===== src/rtl/boot_pkg.sv =====
// Shared constants for the UART boot loader: start byte, protocol FSM encoding,
// byte-index width and the running checksum helper.
package boot_pkg;

  localparam logic [7:0] START_BYTE = 8'hA5;
  localparam int         BYTE_IDX_W = 2;

  localparam logic [2:0] S_IDLE = 3'd0;
  localparam logic [2:0] S_LEN0 = 3'd1;
  localparam logic [2:0] S_LEN1 = 3'd2;
  localparam logic [2:0] S_DATA = 3'd3;
  localparam logic [2:0] S_CSUM = 3'd4;
  localparam logic [2:0] S_DONE = 3'd5;
  localparam logic [2:0] S_ERR  = 3'd6;

  typedef enum logic [2:0] {
    ST_IDLE = S_IDLE,
    ST_LEN0 = S_LEN0,
    ST_LEN1 = S_LEN1,
    ST_DATA = S_DATA,
    ST_CSUM = S_CSUM,
    ST_DONE = S_DONE,
    ST_ERR  = S_ERR
  } boot_state_e;

  function automatic logic [7:0] csum_update(input logic [7:0] acc, input logic [7:0] b);
    return acc ^ b;
  endfunction

endpackage


===== src/rtl/uart_boot_loader_uart_rx.sv =====
// 8N1 UART receiver: 2-FF synchroniser, mid-bit sampling, one-cycle byte_valid
// or frame_err pulse after the stop-bit sample.
module uart_rx #(
  parameter int CLKS_PER_BIT = 434
) (
  input  logic       clk,
  input  logic       resetn,
  input  logic       rxd,
  output logic       byte_valid,
  output logic [7:0] byte_data,
  output logic       frame_err
);

  localparam int CNT_W = $clog2(CLKS_PER_BIT + 1);
  localparam logic [CNT_W-1:0] HALF_M1 = CNT_W'(CLKS_PER_BIT / 2 - 1);
  localparam logic [CNT_W-1:0] FULL_M1 = CNT_W'(CLKS_PER_BIT - 1);

  typedef enum logic [1:0] {
    RX_IDLE  = 2'd0,
    RX_START = 2'd1,
    RX_DATA  = 2'd2,
    RX_STOP  = 2'd3
  } rx_state_e;

  rx_state_e        state_r, state_nx;
  logic [2:0]       sync_r;
  logic [CNT_W-1:0] cnt_r, cnt_nx;
  logic [2:0]       bit_r, bit_nx;
  logic [7:0]       shift_r, shift_nx;
  logic [7:0]       data_r, data_nx;
  logic             valid_r, valid_nx;
  logic             ferr_r, ferr_nx;
  logic             rx_s, fall_s;

  // sync_r[1] is the synchronised line, sync_r[2] its previous value
  assign rx_s   = sync_r[1];
  assign fall_s = sync_r[2] & ~sync_r[1];

  // Synchroniser and receiver state registers
  always_ff @(posedge clk) begin
    if (!resetn) begin
      sync_r  <= 3'b111;
      state_r <= RX_IDLE;
      cnt_r   <= {CNT_W{1'b0}};
      bit_r   <= 3'd0;
      shift_r <= 8'h00;
      data_r  <= 8'h00;
      valid_r <= 1'b0;
      ferr_r  <= 1'b0;
    end else begin
      sync_r  <= {sync_r[1:0], rxd};
      state_r <= state_nx;
      cnt_r   <= cnt_nx;
      bit_r   <= bit_nx;
      shift_r <= shift_nx;
      data_r  <= data_nx;
      valid_r <= valid_nx;
      ferr_r  <= ferr_nx;
    end
  end

  // Bit timing and framing
  always_comb begin
    state_nx = state_r;
    cnt_nx   = cnt_r;
    bit_nx   = bit_r;
    shift_nx = shift_r;
    data_nx  = data_r;
    valid_nx = 1'b0;
    ferr_nx  = 1'b0;
    case (state_r)
      RX_IDLE: begin
        cnt_nx = {CNT_W{1'b0}};
        bit_nx = 3'd0;
        if (fall_s) state_nx = RX_START;
        else        state_nx = RX_IDLE;
      end
      RX_START: begin
        if (cnt_r == HALF_M1) begin
          cnt_nx = {CNT_W{1'b0}};
          // a start bit that is high again at mid-bit was a glitch
          if (!rx_s) state_nx = RX_DATA;
          else       state_nx = RX_IDLE;
        end else begin
          cnt_nx = cnt_r + CNT_W'(1);
        end
      end
      RX_DATA: begin
        if (cnt_r == FULL_M1) begin
          cnt_nx   = {CNT_W{1'b0}};
          shift_nx = {rx_s, shift_r[7:1]};
          bit_nx   = bit_r + 3'd1;
          if (bit_r == 3'd7) state_nx = RX_STOP;
          else               state_nx = RX_DATA;
        end else begin
          cnt_nx = cnt_r + CNT_W'(1);
        end
      end
      RX_STOP: begin
        if (cnt_r == FULL_M1) begin
          cnt_nx   = {CNT_W{1'b0}};
          state_nx = RX_IDLE;
          if (rx_s) begin
            valid_nx = 1'b1;
            data_nx  = shift_r;
          end else begin
            ferr_nx = 1'b1;
          end
        end else begin
          cnt_nx = cnt_r + CNT_W'(1);
        end
      end
      default: state_nx = RX_IDLE;
    endcase
  end

  assign byte_valid = valid_r;
  assign byte_data  = data_r;
  assign frame_err  = ferr_r;

endmodule


===== src/rtl/uart_boot_loader.sv =====
// Serial image loader: parses A5|LEN|words[|CSUM] frames from UART and writes memory.
// Optional trailing XOR checksum enabled by defining BOOT_CHECKSUM_EN.
module uart_boot_loader
  import boot_pkg::*;
#(
  parameter int          CLKS_PER_BIT = 434,
  parameter logic [31:0] BASE_ADDR    = 32'h0,
  parameter int          MAX_WORDS    = 1024
) (
  input  logic        clk,
  input  logic        resetn,
  input  logic        rxd,
  output logic        wmem,
  output logic [31:0] addr,
  output logic [31:0] wdata,
  output logic        busy,
  output logic        err,
  output logic        cpu_run
);

  localparam int          WIDX_W  = $clog2(MAX_WORDS + 1);
  localparam logic [15:0] MAX_LEN = 16'(MAX_WORDS);
`ifdef BOOT_CHECKSUM_EN
  localparam boot_state_e ST_TAIL = ST_CSUM;
`else
  localparam boot_state_e ST_TAIL = ST_DONE;
`endif

  logic                  byte_valid, frame_err;
  logic [7:0]            byte_data;
  boot_state_e           state_r, state_nx;
  logic [7:0]            len_lo_r, len_lo_nx;
  logic [15:0]           len_r, len_nx, len_s;
  logic [BYTE_IDX_W-1:0] byte_idx_r, byte_idx_nx;
  logic [WIDX_W-1:0]     word_idx_r, word_idx_nx, word_idx_inc_s;
  logic [31:0]           wdata_r, wdata_nx, addr_r, addr_nx;
  logic                  wmem_r, wmem_nx, busy_r, busy_nx;
  logic                  err_r, err_nx, cpu_run_r, cpu_run_nx;
  logic                  start_s;

  uart_rx #(.CLKS_PER_BIT(CLKS_PER_BIT)) u_rx (
    .clk       (clk),
    .resetn    (resetn),
    .rxd       (rxd),
    .byte_valid(byte_valid),
    .byte_data (byte_data),
    .frame_err (frame_err)
  );

  assign start_s        = byte_valid && (byte_data == START_BYTE);
  assign len_s          = {byte_data, len_lo_r};
  assign word_idx_inc_s = word_idx_r + WIDX_W'(1);

`ifdef BOOT_CHECKSUM_EN
  logic [7:0] csum_r;

  // XOR of every data byte since the last accepted start byte
  always_ff @(posedge clk) begin
    if (!resetn) begin
      csum_r <= 8'h00;
    end else if (start_s && (state_r == ST_IDLE || state_r == ST_ERR)) begin
      csum_r <= 8'h00;
    end else if (state_r == ST_DATA && byte_valid) begin
      csum_r <= csum_update(csum_r, byte_data);
    end else begin
      csum_r <= csum_r;
    end
  end
`endif

  // Protocol state and registered outputs
  always_ff @(posedge clk) begin
    if (!resetn) begin
      state_r    <= ST_IDLE;
      len_lo_r   <= 8'h00;
      len_r      <= 16'h0000;
      byte_idx_r <= {BYTE_IDX_W{1'b0}};
      word_idx_r <= {WIDX_W{1'b0}};
      wdata_r    <= 32'h0;
      addr_r     <= BASE_ADDR;
      wmem_r     <= 1'b0;
      busy_r     <= 1'b0;
      err_r      <= 1'b0;
      cpu_run_r  <= 1'b0;
    end else begin
      state_r    <= state_nx;
      len_lo_r   <= len_lo_nx;
      len_r      <= len_nx;
      byte_idx_r <= byte_idx_nx;
      word_idx_r <= word_idx_nx;
      wdata_r    <= wdata_nx;
      addr_r     <= addr_nx;
      wmem_r     <= wmem_nx;
      busy_r     <= busy_nx;
      err_r      <= err_nx;
      cpu_run_r  <= cpu_run_nx;
    end
  end

  // Frame parsing, word assembly and write generation
  always_comb begin
    state_nx    = state_r;
    len_lo_nx   = len_lo_r;
    len_nx      = len_r;
    byte_idx_nx = byte_idx_r;
    word_idx_nx = word_idx_r;
    wdata_nx    = wdata_r;
    addr_nx     = addr_r;
    wmem_nx     = 1'b0;
    case (state_r)
      ST_IDLE: begin
        if (start_s) state_nx = ST_LEN0;
        else         state_nx = ST_IDLE;
      end
      ST_LEN0: begin
        if (frame_err) begin
          state_nx = ST_ERR;
        end else if (byte_valid) begin
          len_lo_nx = byte_data;
          state_nx  = ST_LEN1;
        end else begin
          state_nx = ST_LEN0;
        end
      end
      ST_LEN1: begin
        if (frame_err) begin
          state_nx = ST_ERR;
        end else if (byte_valid) begin
          len_nx      = len_s;
          byte_idx_nx = {BYTE_IDX_W{1'b0}};
          word_idx_nx = {WIDX_W{1'b0}};
          if (len_s > MAX_LEN)       state_nx = ST_ERR;
          else if (len_s == 16'h0)   state_nx = ST_TAIL;
          else                       state_nx = ST_DATA;
        end else begin
          state_nx = ST_LEN1;
        end
      end
      ST_DATA: begin
        if (frame_err) begin
          state_nx = ST_ERR;
        end else if (byte_valid) begin
          wdata_nx[{byte_idx_r, 3'b000} +: 8] = byte_data;
          byte_idx_nx = byte_idx_r + BYTE_IDX_W'(1);
          if (&byte_idx_r) begin
            wmem_nx     = 1'b1;
            addr_nx     = BASE_ADDR + 32'({word_idx_r, 2'b00});
            word_idx_nx = word_idx_inc_s;
            if (16'(word_idx_inc_s) == len_r) state_nx = ST_TAIL;
            else                              state_nx = ST_DATA;
          end else begin
            state_nx = ST_DATA;
          end
        end else begin
          state_nx = ST_DATA;
        end
      end
      ST_CSUM: begin
`ifdef BOOT_CHECKSUM_EN
        if (frame_err)       state_nx = ST_ERR;
        else if (byte_valid) state_nx = (byte_data == csum_r) ? ST_DONE : ST_ERR;
        else                 state_nx = ST_CSUM;
`else
        state_nx = ST_DONE;
`endif
      end
      ST_DONE: state_nx = ST_DONE;
      ST_ERR: begin
        // a fresh start byte resynchronises and clears the error
        if (start_s) state_nx = ST_LEN0;
        else         state_nx = ST_ERR;
      end
      default: state_nx = ST_IDLE;
    endcase
    busy_nx    = (state_nx == ST_LEN0) || (state_nx == ST_LEN1) ||
                 (state_nx == ST_DATA) || (state_nx == ST_CSUM);
    err_nx     = (state_nx == ST_ERR);
    cpu_run_nx = (state_nx == ST_DONE);
  end

  assign wmem    = wmem_r;
  assign addr    = addr_r;
  assign wdata   = wdata_r;
  assign busy    = busy_r;
  assign err     = err_r;
  assign cpu_run = cpu_run_r;

endmodule


===== config.mk =====
export PLATFORM = sky130hd
export DESIGN_NAME = uart_boot_loader
export DESIGN_NICKNAME = d
export VERILOG_FILES = /design/src/rtl/boot_pkg.sv /design/src/rtl/uart_boot_loader_uart_rx.sv /design/src/rtl/uart_boot_loader.sv
export SDC_FILE = /design/constraint.sdc
export NUM_CORES = 1
export LEC_CHECK = 0
export CORE_ASPECT_RATIO = 0.7
export CORE_MARGIN = 2
export CORE_UTILIZATION = 30
export CTS_CLUSTER_SIZE = 30
export DETAILED_ROUTE_END_ITERATION = 10
export HOLD_SLACK_MARGIN = 0.05
export MAX_ROUTING_LAYER = met4
export PLACE_DENSITY = 0.49
export SYNTH_ARGS = -nofsm -noshare
export SYNTH_HDL_FRONTEND = slang
export SYNTH_SLANG_ARGS = --single-unit

===== constraint.sdc =====
create_clock -name clk -period 5.05 [get_ports clk]
set_input_delay 1.01 -clock clk [delete_from_list [all_inputs] [get_ports clk]]
set_output_delay 1.01 -clock clk [all_outputs]
set_load 0.1 [all_outputs]

==> flow_summary.ini <==
[status]
status = complete, but fails checks
violations = DRC

[synth]
ys_warn_count = 0
ys_seq_area_frac = 0.435
yosys-top-cells-count = dfxtp_1 (122), nand2_1 (89), nor2_1 (81)
yosysTopAreaCellShare = 0.435
yosys_most_used_dff = dfxtp_1
synth_top_cells_by_area = dfxtp_1 (43%), mux2i_1 (6.1%), nand2_1 (5.9%)
synthDistinctLibCells = 62
yosysMostFrequentCell = dfxtp_1
synth_top_cell_by_area = dfxtp_1
ys_async_sr_fraction = 0
synth_seq_cells = 122
syn-cell-area_um2 = 5620
avgSynthCellArea_um2 = 8.41
synth-edff-count = 0
synthCells = 668

[finish]
multiInputGateArea_um2 = 2860
post-route-util = 0.372
n_antenna_cell = 0
final_nets = 711
nFillCells = 1848
regArea_um2 = 2440
drive_gt1_frac = 0.0649
synthToLayoutAreaGrowth_pct = 20.4
design_area_um2 = 6760

[clock_network]
cts_made_buffers = 17
cts_setup_buffers = 0
numClockSinks = 122
clk_pin_slew_ps = 60
cts_resized = 0
cts_tree = yes
cts_max_level = 4
cts_root_buffer = clkbuf_16
clkLatencyLatePin_ps = 420
cts_hold_buffers = 0
cts.path.max_buffers = 2

[power]
leakage_nw = 2.42
power.density_nw_per_um2 = 335
peakVddDrop_v = 0.000219

[min_path]
min_from = u_rx.sync_r[0]
holdPathEnd = u_rx.sync_r[1]
holdCritPathClass = reg -> reg
whs_path_depth = 1

[setup_path]
path_max_fanout = 2
end_kind = primary output
crit_type = reg -> out
critPathRequiredTime_ps = 4040
r2r-end = cpu_run
ff2ff_setup_slack_ps = 2230
path_cells = clkdlybuf4s50_1
critical_path_cell_count = 1
cp-start-kind = flip-flop
critPathBufInv = 1
ff2ff_path_depth = 7
crit_family = buffers and inverters
r2r-start = word_idx_r[0]
slowest_stage = clkdlybuf4s50_1
crit_path_max_incr_delay_ps = 1160
worstPathArrival_ps = 1950

[die]
die_h_um = 118
start_util = 0.309
core_area_um2 = 18200
io_pins = 71
std_cell_rows = 41
die_area_um2 = 19900
die-width_um = 168

[sta]
setup_viol = 0
skew_ps = 13.4
whs_ps = 431
setup_ws_ps = 2090
max_freq_ghz = 0.338
slew_headroom = 0.342
period_share = 0.586
tns_ps = 0
post-route-min-period_ps = 2960
rsz0062_at_grt = no
finalMaxSlewViolations = 0
hold_violations = 0
worst_slew_pin_slew_ps = 984

[global_route]
gr-usage-met1 = 0.215
grt_pass1_wl_um = 22900
grt_overflow = 0
grt_util_met2 = 0.200
antenna_found_initial = 0
grt_pass1_vias = 4366
use_met3 = 0.0385
grt_usage = 0.149
grt-busiest-layer = met1
grt_max_degree = 48

[route]
drt_iter0_markers = 363
drt_pass1_iterations = 8
drc = 4
wirelength_um = 14000
wire_per_inst_um = 14.8
viasPerCell = 5.00
ant_nets = 0
num_vias = 4722

[flow_run]
drv_cap = 0

[placement]
io_buffers = 49
post-place-ws_ps = 1970
gp_congestion = 0.828
post-dp-hpwl_um = 9460
place_area_um2 = 6170
[sequential cells by signal, indices dropped and copies added (netlist names), named ones only]
register / cells
u_rx.state_r: 1
u_rx.sync_r: 3
wmem: 1
u_rx.bit_r: 3
len_lo_r: 8
state_r: 3
len_r: 16
u_rx.byte_data: 8
addr: 11
u_rx.byte_valid: 1
u_rx.shift_r: 8
cpu_run: 1
word_idx_r: 11
u_rx.cnt_r: 9
busy: 1
err: 1
byte_idx_r: 2
wdata: 32
u_rx.frame_err: 1
[through the flow]
stage / instances / total power [W]
2_1_floorplan: 688 / 0.00108
3_3_place_gp: 913 / 0.00108
3_5_place_dp: 913 / 0.00108
4_1_cts: 945 / 0.00229
5_1_grt: 945 / 0.00235
6_report: 945 / 0.00226
[metal layers]
metal  wire, um  part of all wire
met4        170             0.012
met1       7370              0.53
met2       5570              0.40
met5          0                 0
met3        912             0.065
[worst max path at each step]
stage / start / to / slack [ps]
final: wdata[4] / wdata[4] / 2090
after global routing: wdata[4] / wdata[4] / 2030
after CTS: wdata[4] / wdata[4] / 2070
after detailed placement: resetn / u_rx.byte_data[4] / 1970
after global placement: resetn / u_rx.shift_r[3] / 2040
after floorplan: word_idx_r[0] / cpu_run / 2770
[logic make-up after synthesis]
group,Yosys count,share of synthesized area
adders and majority gates,12,0.0267
other,1,0.000668
DFF,122,0.435
muxes,34,0.0606
AOI/OAI and AO/OA,112,0.122
and+or+nand+nor,291,0.255
buffers and inverters,76,0.0695
xor gates and xnor gates,20,0.0312
[power breakdown]
part	leakage, nW	switching [W]	internal, W
combinational	1.15	0.0000839	0.00000506
clock	0.289	0.000498	0.000711
sequential	0.983	0.00000225	0.000964
total	2.42	0.000584	0.00168
[cell type report]
cell class	count	area share
Clock buffer	18	0.0650
Clock inverter	14	0.0222
Inverter	10	0.00555
Multi-Input combinational cell	490	0.423
Sequential cell	122	0.361
Tap cell	236	0.0437
Timing Repair Buffer	55	0.0792
[worst reg2reg max path, delay by kind of cell, from the launching register on]
| family | cells | cell delay, ps |
|---|---|---|
| and+or+nand+nor | 2 | 960 |
| AOI/OAI and AO/OA | 3 | 760 |
| DFF | 1 | 490 |
| adders and majority gates | 1 | 340 |
| xor gates and xnor gates | 1 | 150 |
[layout by cell type (no fill, tap or decap), drive strengths merged, types with 4 or more instances in the layout]
| cell | count |
|---|---|
| a21o | 4 |
| a21oi | 65 |
| a22oi | 4 |
| and3 | 6 |
| buf | 6 |
| clkbuf | 18 |
| clkdlybuf4s50 | 49 |
| conb | 21 |
| dfxtp | 122 |
| ha | 12 |
| inv | 19 |
| mux2i | 34 |
| nand2 | 89 |
| nand2b | 12 |
| nand3 | 13 |
| nand4 | 37 |
| nand4b | 4 |
| nor2 | 81 |
| nor2b | 4 |
| nor3 | 14 |
| nor3b | 5 |
| nor4 | 4 |
| o21ai | 14 |
| or3 | 4 |
| or4 | 4 |
| xnor2 | 10 |
| xor2 | 10 |
Power figures use the tool's default switching activity.
